## config.mk

```make
export PLATFORM = sky130hd
export DESIGN_NAME = ysyx_22040237_lsu
export DESIGN_NICKNAME = d
export VERILOG_FILES = /design/src/rtl/ysyx_22040237_lsu_pkg.sv /design/src/rtl/ysyx_22040237_lsu_lane.sv /design/src/rtl/ysyx_22040237_lsu.sv
export SDC_FILE = /design/constraint.sdc
export NUM_CORES = 1
export LEC_CHECK = 0
export BUFFER_PORTS_ARGS = -buffer_cell sky130_fd_sc_hd__buf_2
export CORE_AREA = 2 2 168 170
export CTS_BUF_LIST = sky130_fd_sc_hd__clkbuf_8
export CTS_CLUSTER_DIAMETER = 80
export DETAILED_ROUTE_END_ITERATION = 7
export DIE_AREA = 0 0 170 172
export GPL_ROUTABILITY_DRIVEN = 0
export PLACE_DENSITY_LB_ADDON = 0.15
export SYNTH_ARGS = -nofsm -noshare
export SYNTH_HDL_FRONTEND = slang
export SYNTH_SLANG_ARGS = --single-unit
```

## constraint.sdc

```tcl
create_clock -name clk -period 3.67 [get_ports clk]
set_input_delay 0.1835 -clock clk [delete_from_list [all_inputs] [get_ports clk]]
set_output_delay 0.1835 -clock clk [all_outputs]
set_load 0.03 [all_outputs]
```

## src/rtl/ysyx_22040237_lsu_pkg.sv

```systemverilog
`default_nettype none
// ==================================================================
// Package : ysyx_22040237_lsu_pkg
// LS-info bit positions, access-size codes and LSU state encoding.
// Rev     : 1.0
// ==================================================================
package ysyx_22040237_lsu_pkg;

   localparam int LS_LOAD  = 0;
   localparam int LS_STORE = 1;
   localparam int LS_USIGN = 2;
   localparam int LS_BYTE  = 3;
   localparam int LS_DB    = 4;
   localparam int LS_WORD  = 5;
   localparam int LS_DW    = 6;

   localparam logic [1:0] SZ_B = 2'd0;
   localparam logic [1:0] SZ_H = 2'd1;
   localparam logic [1:0] SZ_W = 2'd2;
   localparam logic [1:0] SZ_D = 2'd3;

   localparam logic [1:0] ST_IDLE = 2'd0;
   localparam logic [1:0] ST_REQ  = 2'd1;
   localparam logic [1:0] ST_RESP = 2'd2;

   function automatic logic [1:0] ls_size(input logic [6:0] info);
      if (info[LS_DW])        return SZ_D;
      else if (info[LS_WORD]) return SZ_W;
      else if (info[LS_DB])   return SZ_H;
      else                    return SZ_B;
   endfunction

   // Exactly one of the four size bits must be set.
   function automatic logic ls_size_ok(input logic [6:0] info);
      return (info[6:3] == 4'b0001) || (info[6:3] == 4'b0010) ||
             (info[6:3] == 4'b0100) || (info[6:3] == 4'b1000);
   endfunction

endpackage
`default_nettype wire

```

## src/rtl/ysyx_22040237_lsu_lane.sv

```systemverilog
`default_nettype none
// ==================================================================
// Module : ysyx_22040237_lsu_lane
// Byte-lane steering: store shift/strobes, load extract/extend, misalign.
// Rev    : 1.0
// ==================================================================
module ysyx_22040237_lsu_lane
   import ysyx_22040237_lsu_pkg::*;
#(
   parameter int XLEN = 64
) (
   input  logic [2:0]      a,
   input  logic [1:0]      size,
   input  logic            usign,
   input  logic [XLEN-1:0] rs2,
   input  logic [XLEN-1:0] rdata,
   output logic [XLEN-1:0] wdata,
   output logic [7:0]      wstrb,
   output logic [XLEN-1:0] ldata,
   output logic            misalign
);

   logic [XLEN-1:0] w_sh;
   logic [5:0]      w_bit_off;

   assign w_bit_off = {a, 3'b000};
   assign w_sh      = rdata >> w_bit_off;
   assign wdata     = rs2 << w_bit_off;

   always_comb begin
      wstrb    = 8'h00;
      ldata    = '0;
      misalign = 1'b0;
      case (size)
         SZ_B: begin
            wstrb = 8'h01 << a;
            ldata = {{(XLEN-8){w_sh[7] & ~usign}}, w_sh[7:0]};
         end
         SZ_H: begin
            wstrb    = 8'h03 << a;
            ldata    = {{(XLEN-16){w_sh[15] & ~usign}}, w_sh[15:0]};
            misalign = a[0];
         end
         SZ_W: begin
            wstrb    = 8'h0F << a;
            ldata    = {{(XLEN-32){w_sh[31] & ~usign}}, w_sh[31:0]};
            misalign = (a[1:0] != 2'b00);
         end
         default: begin
            wstrb    = 8'hFF;
            ldata    = w_sh;
            misalign = (a != 3'b000);
         end
      endcase
   end

endmodule
`default_nettype wire

```

## src/rtl/ysyx_22040237_lsu.sv

```systemverilog
`default_nettype none
// ==================================================================
// Module : ysyx_22040237_lsu
// Memory-access stage: one bus transaction per load/store, registered writeback.
// Rev    : 1.0
// ==================================================================
module ysyx_22040237_lsu
   import ysyx_22040237_lsu_pkg::*;
#(
   parameter int ADDR_W = 64,
   parameter int XLEN   = 64
) (
   input  logic              clk,
   input  logic              rst,
   input  logic              ex_valid_i,
   output logic              ex_ready_o,
   input  logic              rd_wr_en_i,
   input  logic [4:0]        rd_idx_i,
   input  logic [ADDR_W-1:0] alu_res_i,
   input  logic [6:0]        ls_info_bus_i,
   input  logic [XLEN-1:0]   rs2_store_i,
   output logic              mem_req_valid_o,
   input  logic              mem_req_ready_i,
   output logic [ADDR_W-1:0] mem_req_addr_o,
   output logic              mem_req_wen_o,
   output logic [XLEN-1:0]   mem_req_wdata_o,
   output logic [7:0]        mem_req_wstrb_o,
   input  logic              mem_rsp_valid_i,
   input  logic [XLEN-1:0]   mem_rsp_rdata_i,
   output logic              wb_valid_o,
   output logic              wb_rd_wr_en_o,
   output logic [4:0]        wb_rd_idx_o,
   output logic [XLEN-1:0]   wb_data_o,
   output logic              fault_o
);

   logic [1:0]        r_state;
   logic [ADDR_W-1:0] r_addr;
   logic [1:0]        r_size;
   logic              r_usign;
   logic              r_store;
   logic              r_rd_wen;
   logic [4:0]        r_rd_idx;
   logic [XLEN-1:0]   r_rs2;
   logic              r_wb_valid;
   logic              r_wb_wen;
   logic [4:0]        r_wb_idx;
   logic [XLEN-1:0]   r_wb_data;
   logic              r_fault;

   logic              w_idle;
   logic              w_req;
   logic              w_is_ld;
   logic              w_is_st;
   logic              w_illegal;
   logic [2:0]        w_lane_a;
   logic [1:0]        w_lane_size;
   logic [XLEN-1:0]   w_wdata;
   logic [7:0]        w_wstrb;
   logic [XLEN-1:0]   w_ldata;
   logic              w_misalign;

   assign w_idle  = (r_state == ST_IDLE);
   assign w_req   = (r_state == ST_REQ);
   assign w_is_ld = ls_info_bus_i[LS_LOAD];
   assign w_is_st = ls_info_bus_i[LS_STORE];

   // In IDLE the lane unit checks the incoming access; afterwards it works on the latched one.
   assign w_lane_a    = w_idle ? alu_res_i[2:0] : r_addr[2:0];
   assign w_lane_size = w_idle ? ls_size(ls_info_bus_i) : r_size;
   assign w_illegal   = (w_is_ld & w_is_st) | ~ls_size_ok(ls_info_bus_i) | w_misalign;

   ysyx_22040237_lsu_lane #(.XLEN(XLEN)) u_lane (
      .a        (w_lane_a),
      .size     (w_lane_size),
      .usign    (r_usign),
      .rs2      (r_rs2),
      .rdata    (mem_rsp_rdata_i),
      .wdata    (w_wdata),
      .wstrb    (w_wstrb),
      .ldata    (w_ldata),
      .misalign (w_misalign)
   );

   always_ff @(posedge clk) begin
      if (rst) begin
         r_state    <= ST_IDLE;
         r_addr     <= '0;
         r_size     <= SZ_B;
         r_usign    <= 1'b0;
         r_store    <= 1'b0;
         r_rd_wen   <= 1'b0;
         r_rd_idx   <= '0;
         r_rs2      <= '0;
         r_wb_valid <= 1'b0;
         r_wb_wen   <= 1'b0;
         r_wb_idx   <= '0;
         r_wb_data  <= '0;
         r_fault    <= 1'b0;
      end else begin
         r_wb_valid <= 1'b0;
         case (r_state)
            ST_IDLE: begin
               if (ex_valid_i) begin
                  if (!w_is_ld && !w_is_st) begin
                     r_wb_valid <= 1'b1;
                     r_wb_wen   <= rd_wr_en_i;
                     r_wb_idx   <= rd_idx_i;
                     r_wb_data  <= XLEN'(alu_res_i);
                     r_fault    <= 1'b0;
                  end else if (w_illegal) begin
                     r_wb_valid <= 1'b1;
                     r_wb_wen   <= 1'b0;
                     r_wb_idx   <= rd_idx_i;
                     r_wb_data  <= '0;
                     r_fault    <= 1'b1;
                  end else begin
                     r_addr   <= alu_res_i;
                     r_size   <= ls_size(ls_info_bus_i);
                     r_usign  <= ls_info_bus_i[LS_USIGN];
                     r_store  <= w_is_st;
                     r_rd_wen <= rd_wr_en_i;
                     r_rd_idx <= rd_idx_i;
                     r_rs2    <= rs2_store_i;
                     r_state  <= ST_REQ;
                  end
               end
            end
            ST_REQ: begin
               if (mem_req_ready_i) r_state <= ST_RESP;
            end
            ST_RESP: begin
               if (mem_rsp_valid_i) begin
                  r_wb_valid <= 1'b1;
                  r_wb_wen   <= r_store ? 1'b0 : r_rd_wen;
                  r_wb_idx   <= r_rd_idx;
                  r_wb_data  <= r_store ? '0 : w_ldata;
                  r_fault    <= 1'b0;
                  r_state    <= ST_IDLE;
               end
            end
            default: r_state <= ST_IDLE;
         endcase
      end
   end

   assign ex_ready_o      = w_idle;
   assign mem_req_valid_o = w_req;
   assign mem_req_addr_o  = w_req ? {r_addr[ADDR_W-1:3], 3'b000} : '0;
   assign mem_req_wen_o   = w_req & r_store;
   assign mem_req_wdata_o = w_req ? w_wdata : '0;
   assign mem_req_wstrb_o = (w_req && r_store) ? w_wstrb : 8'h00;

   assign wb_valid_o    = r_wb_valid;
   assign wb_rd_wr_en_o = r_wb_wen;
   assign wb_rd_idx_o   = r_wb_idx;
   assign wb_data_o     = r_wb_data;
   assign fault_o       = r_fault;

endmodule
`default_nettype wire

```

==> impl_metrics.tcl <==
set metrics [dict create \
    finalCoreUtilization 0.624 \
    grt_max_degree 137 \
    avgSynthCellArea_sq_um 7.55 \
    synth_edf_count 0 \
    cp.arrival_ns 3.26 \
    die-area_sq_um 29200 \
    cts_buffers 39 \
    htree_levels 2 \
    clk_path_buf_depth 3 \
    post-place-ws_ns 0.426 \
    synth_area_leaders "dfxtp_1 (34%), nand2_1 (13%), a21oi_1 (8.4%)" \
    cts_tree "done" \
    drt-initial-drc-count 1467 \
    setup_slack_ns 0.222 \
    track_usage 0.344 \
    synth_cell_types 68 \
    core-area_sq_um 27500 \
    post-route-period-util 0.940 \
    rsz0062_at_grt "false" \
    antenna_found_initial 5 \
    wire_per_inst_um 20.8 \
    vias_per_cell 5.82 \
    slew_headroom 0.498 \
    crit_path_start_kind "flip-flop" \
    drcViolationCount 0 \
    port_buffers 417 \
    synth_most_common_cell "nand2_1" \
    rows 61 \
    detailedPlacementHpwl_mm 36.8 \
    async_reset_ff_frac 0 \
    final_max_slew_viol_count 0 \
    endpoint_kind "primary output" \
    synth-seq-cells 212 \
    syn_area_sq_um 12600 \
    fin_setup_tns_ns 0 \
    seq_area_frac_synth 0.336 \
    final_nets 2376 \
    ys.warnings.count 0 \
    overflow 0 \
    drt-total-wl_mm 52.9 \
    cts_root_buf "clkbuf_8" \
    p_total_w 0.00613 \
    status "finished, final reports clean" \
    maxCapViolCount 0 \
    skew_ns 0.0253 \
    io_pins 421 \
    rr_worst_depth 15 \
    clk_pin_slew_ns 0.06 \
    ys.flop_type "dfxtp_1" \
    die_w_um 170 \
    pwr_density_cell_nw_per_um2 358 \
    ir_drop_mv 0.195 \
    path_max_fanout 23 \
    antenna_left 0 \
    fmax_mhz 290 \
    vias 14778 \
    setup_viol_count_final 0 \
    cts_sinks 212 \
    hold_path_class "in2reg" \
    worstPathRequired_ns 3.49 \
    critical_path_class "reg2out" \
    areaGrowthSynthToFinish_pct 35.6 \
    worst_pin_slew_ns 0.753 \
    synth_cells 1674 \
    firstDrtPassIters 5 \
    postCtsSetupBuffers 0 \
    p_leak_nw 7.39 \
    grt_pass1_wl_mm 77.8 \
    synth_top_area_cell "dfxtp_1" \
    ys_top_cells_by_count "nand2_1 (426), a21oi_1 (212), dfxtp_1 (212), nor2_1 (126), clkbuf_1 (81)" \
    start_util 0.460 \
    drive_gt1_frac 0.268 \
    hold_path_depth 3 \
    synth_top_cell_area_share 0.336 \
    grt_pass1_vias 13923 \
    finalCriticalPeriod_ns 3.45 \
    nFillCells 2571 \
    insertion_delay_ns 0.56 \
    hold_viol 0 \
    fp.dieH_um 172 \
]
==> layout make-up <==
type	count	area [sq um]	share of cell area
sequential	212	4240	0.248
clock inverter	20	151	0.00883
multi-input combinational	1305	7740	0.452
timing repair buffer	597	3860	0.225
inverter	7	26.3	0.00153
clock buffer	49	674	0.0393
antenna	4	10.0	0.000584
tap	346	433	0.0252
==> metrics by stage <==
step / hold slack (ns) / std cells / area (sq um)
global route: 0.0453 / 2540 / 17100
finish: 0.0418 / 2540 / 17100
detailed placement: 0.431 / 2329 / 14900
floorplan: 0.319 / 1676 / 12700
global placement: 0.425 / 2329 / 14900
CTS: 0.0300 / 2536 / 17100
==> where the power goes <==
part           switching (W)  internal, W  total [W]  leakage (nW)
Clock                0.00107      0.00135    0.00243         0.469
Combinational       0.000773     0.000504    0.00128          5.20
Sequential         0.0000466      0.00238    0.00243          1.72
==> layout by cell type (no fill, tap or decap), types with 6 or more instances in the layout <==
cell type	instances
o31ai_1	13
a311oi_1	14
and2_1	73
a21oi_1	212
a21o_1	11
a2bb2oi_1	7
buf_4	36
dfxtp_1	212
mux4_2	36
a2111oi_0	14
nand3_1	47
nand2_1	425
a31oi_1	10
nor2_1	124
inv_1	14
and3_1	37
clkbuf_8	49
a21boi_0	7
buf_2	416
mux2i_1	74
nor3_1	21
o21ai_0	41
a221oi_1	16
buf_12	6
dlygate4sd3_1	138
a211oi_1	35
a311o_1	8
==> registers in the layout, summed over array words and instances (netlist names) <==
signal,cells
fault_o,1
r_addr,64
r_rd_idx,5
r_rd_wen,1
r_rs2,64
r_size,2
r_state,2
r_store,1
r_usign,1
wb_data_o,64
wb_rd_idx_o,5
wb_rd_wr_en_o,1
wb_valid_o,1
==> path summary, 6_finish.rpt <==
| kind | endpoint | startpoint | slack [ns] |
|---|---|---|---|
| hold reg to reg | r_addr[26] | r_addr[26] | 0.45 |
| setup reg to reg | wb_data_o[57] | r_state[0] | 0.36 |
| hold / removal | fault_o | ls_info_bus_i[0] | 0.04 |
| setup / recovery | mem_req_wstrb_o[2] | r_state[0] | 0.22 |
==> cell families after synthesis <==
group,synth area share
simple gates,0.266
compound gates,0.208
flops,0.336
buf+inv,0.0570
mux,0.127
fa+ha+maj,0.00396
xor+xnor,0.00139
other cells,0.000297
==> timing repair <==
item                                    CTS  global route
hold buffers                            138             0
gates resized for setup                   0             2
endpoints found under the hold margin   165             0
endpoints found under the setup margin    0             5
==> critical path, cell delays in order, from the launching register on <==
cell      delay [ns]
dfxtp_1         0.31
buf_4           0.18
nor3b_2         0.39
or2_2           0.48
buf_4           0.36
buf_4           0.28
nor3_1          0.09
o21bai_1        0.19
a21oi_1         0.16
nor2_1          0.07
buf_2           0.21
==> per-layer routing <==
metal  up-vias  global-route usage  routed length, um
li1       6844                   -                  -
met1      6849               0.397              19400
met2       909               0.605              25800
met3       174              0.0689               4840
met4         2               0.178               2810
met5         -                   0                 13
Power figures use the tool's default switching activity.
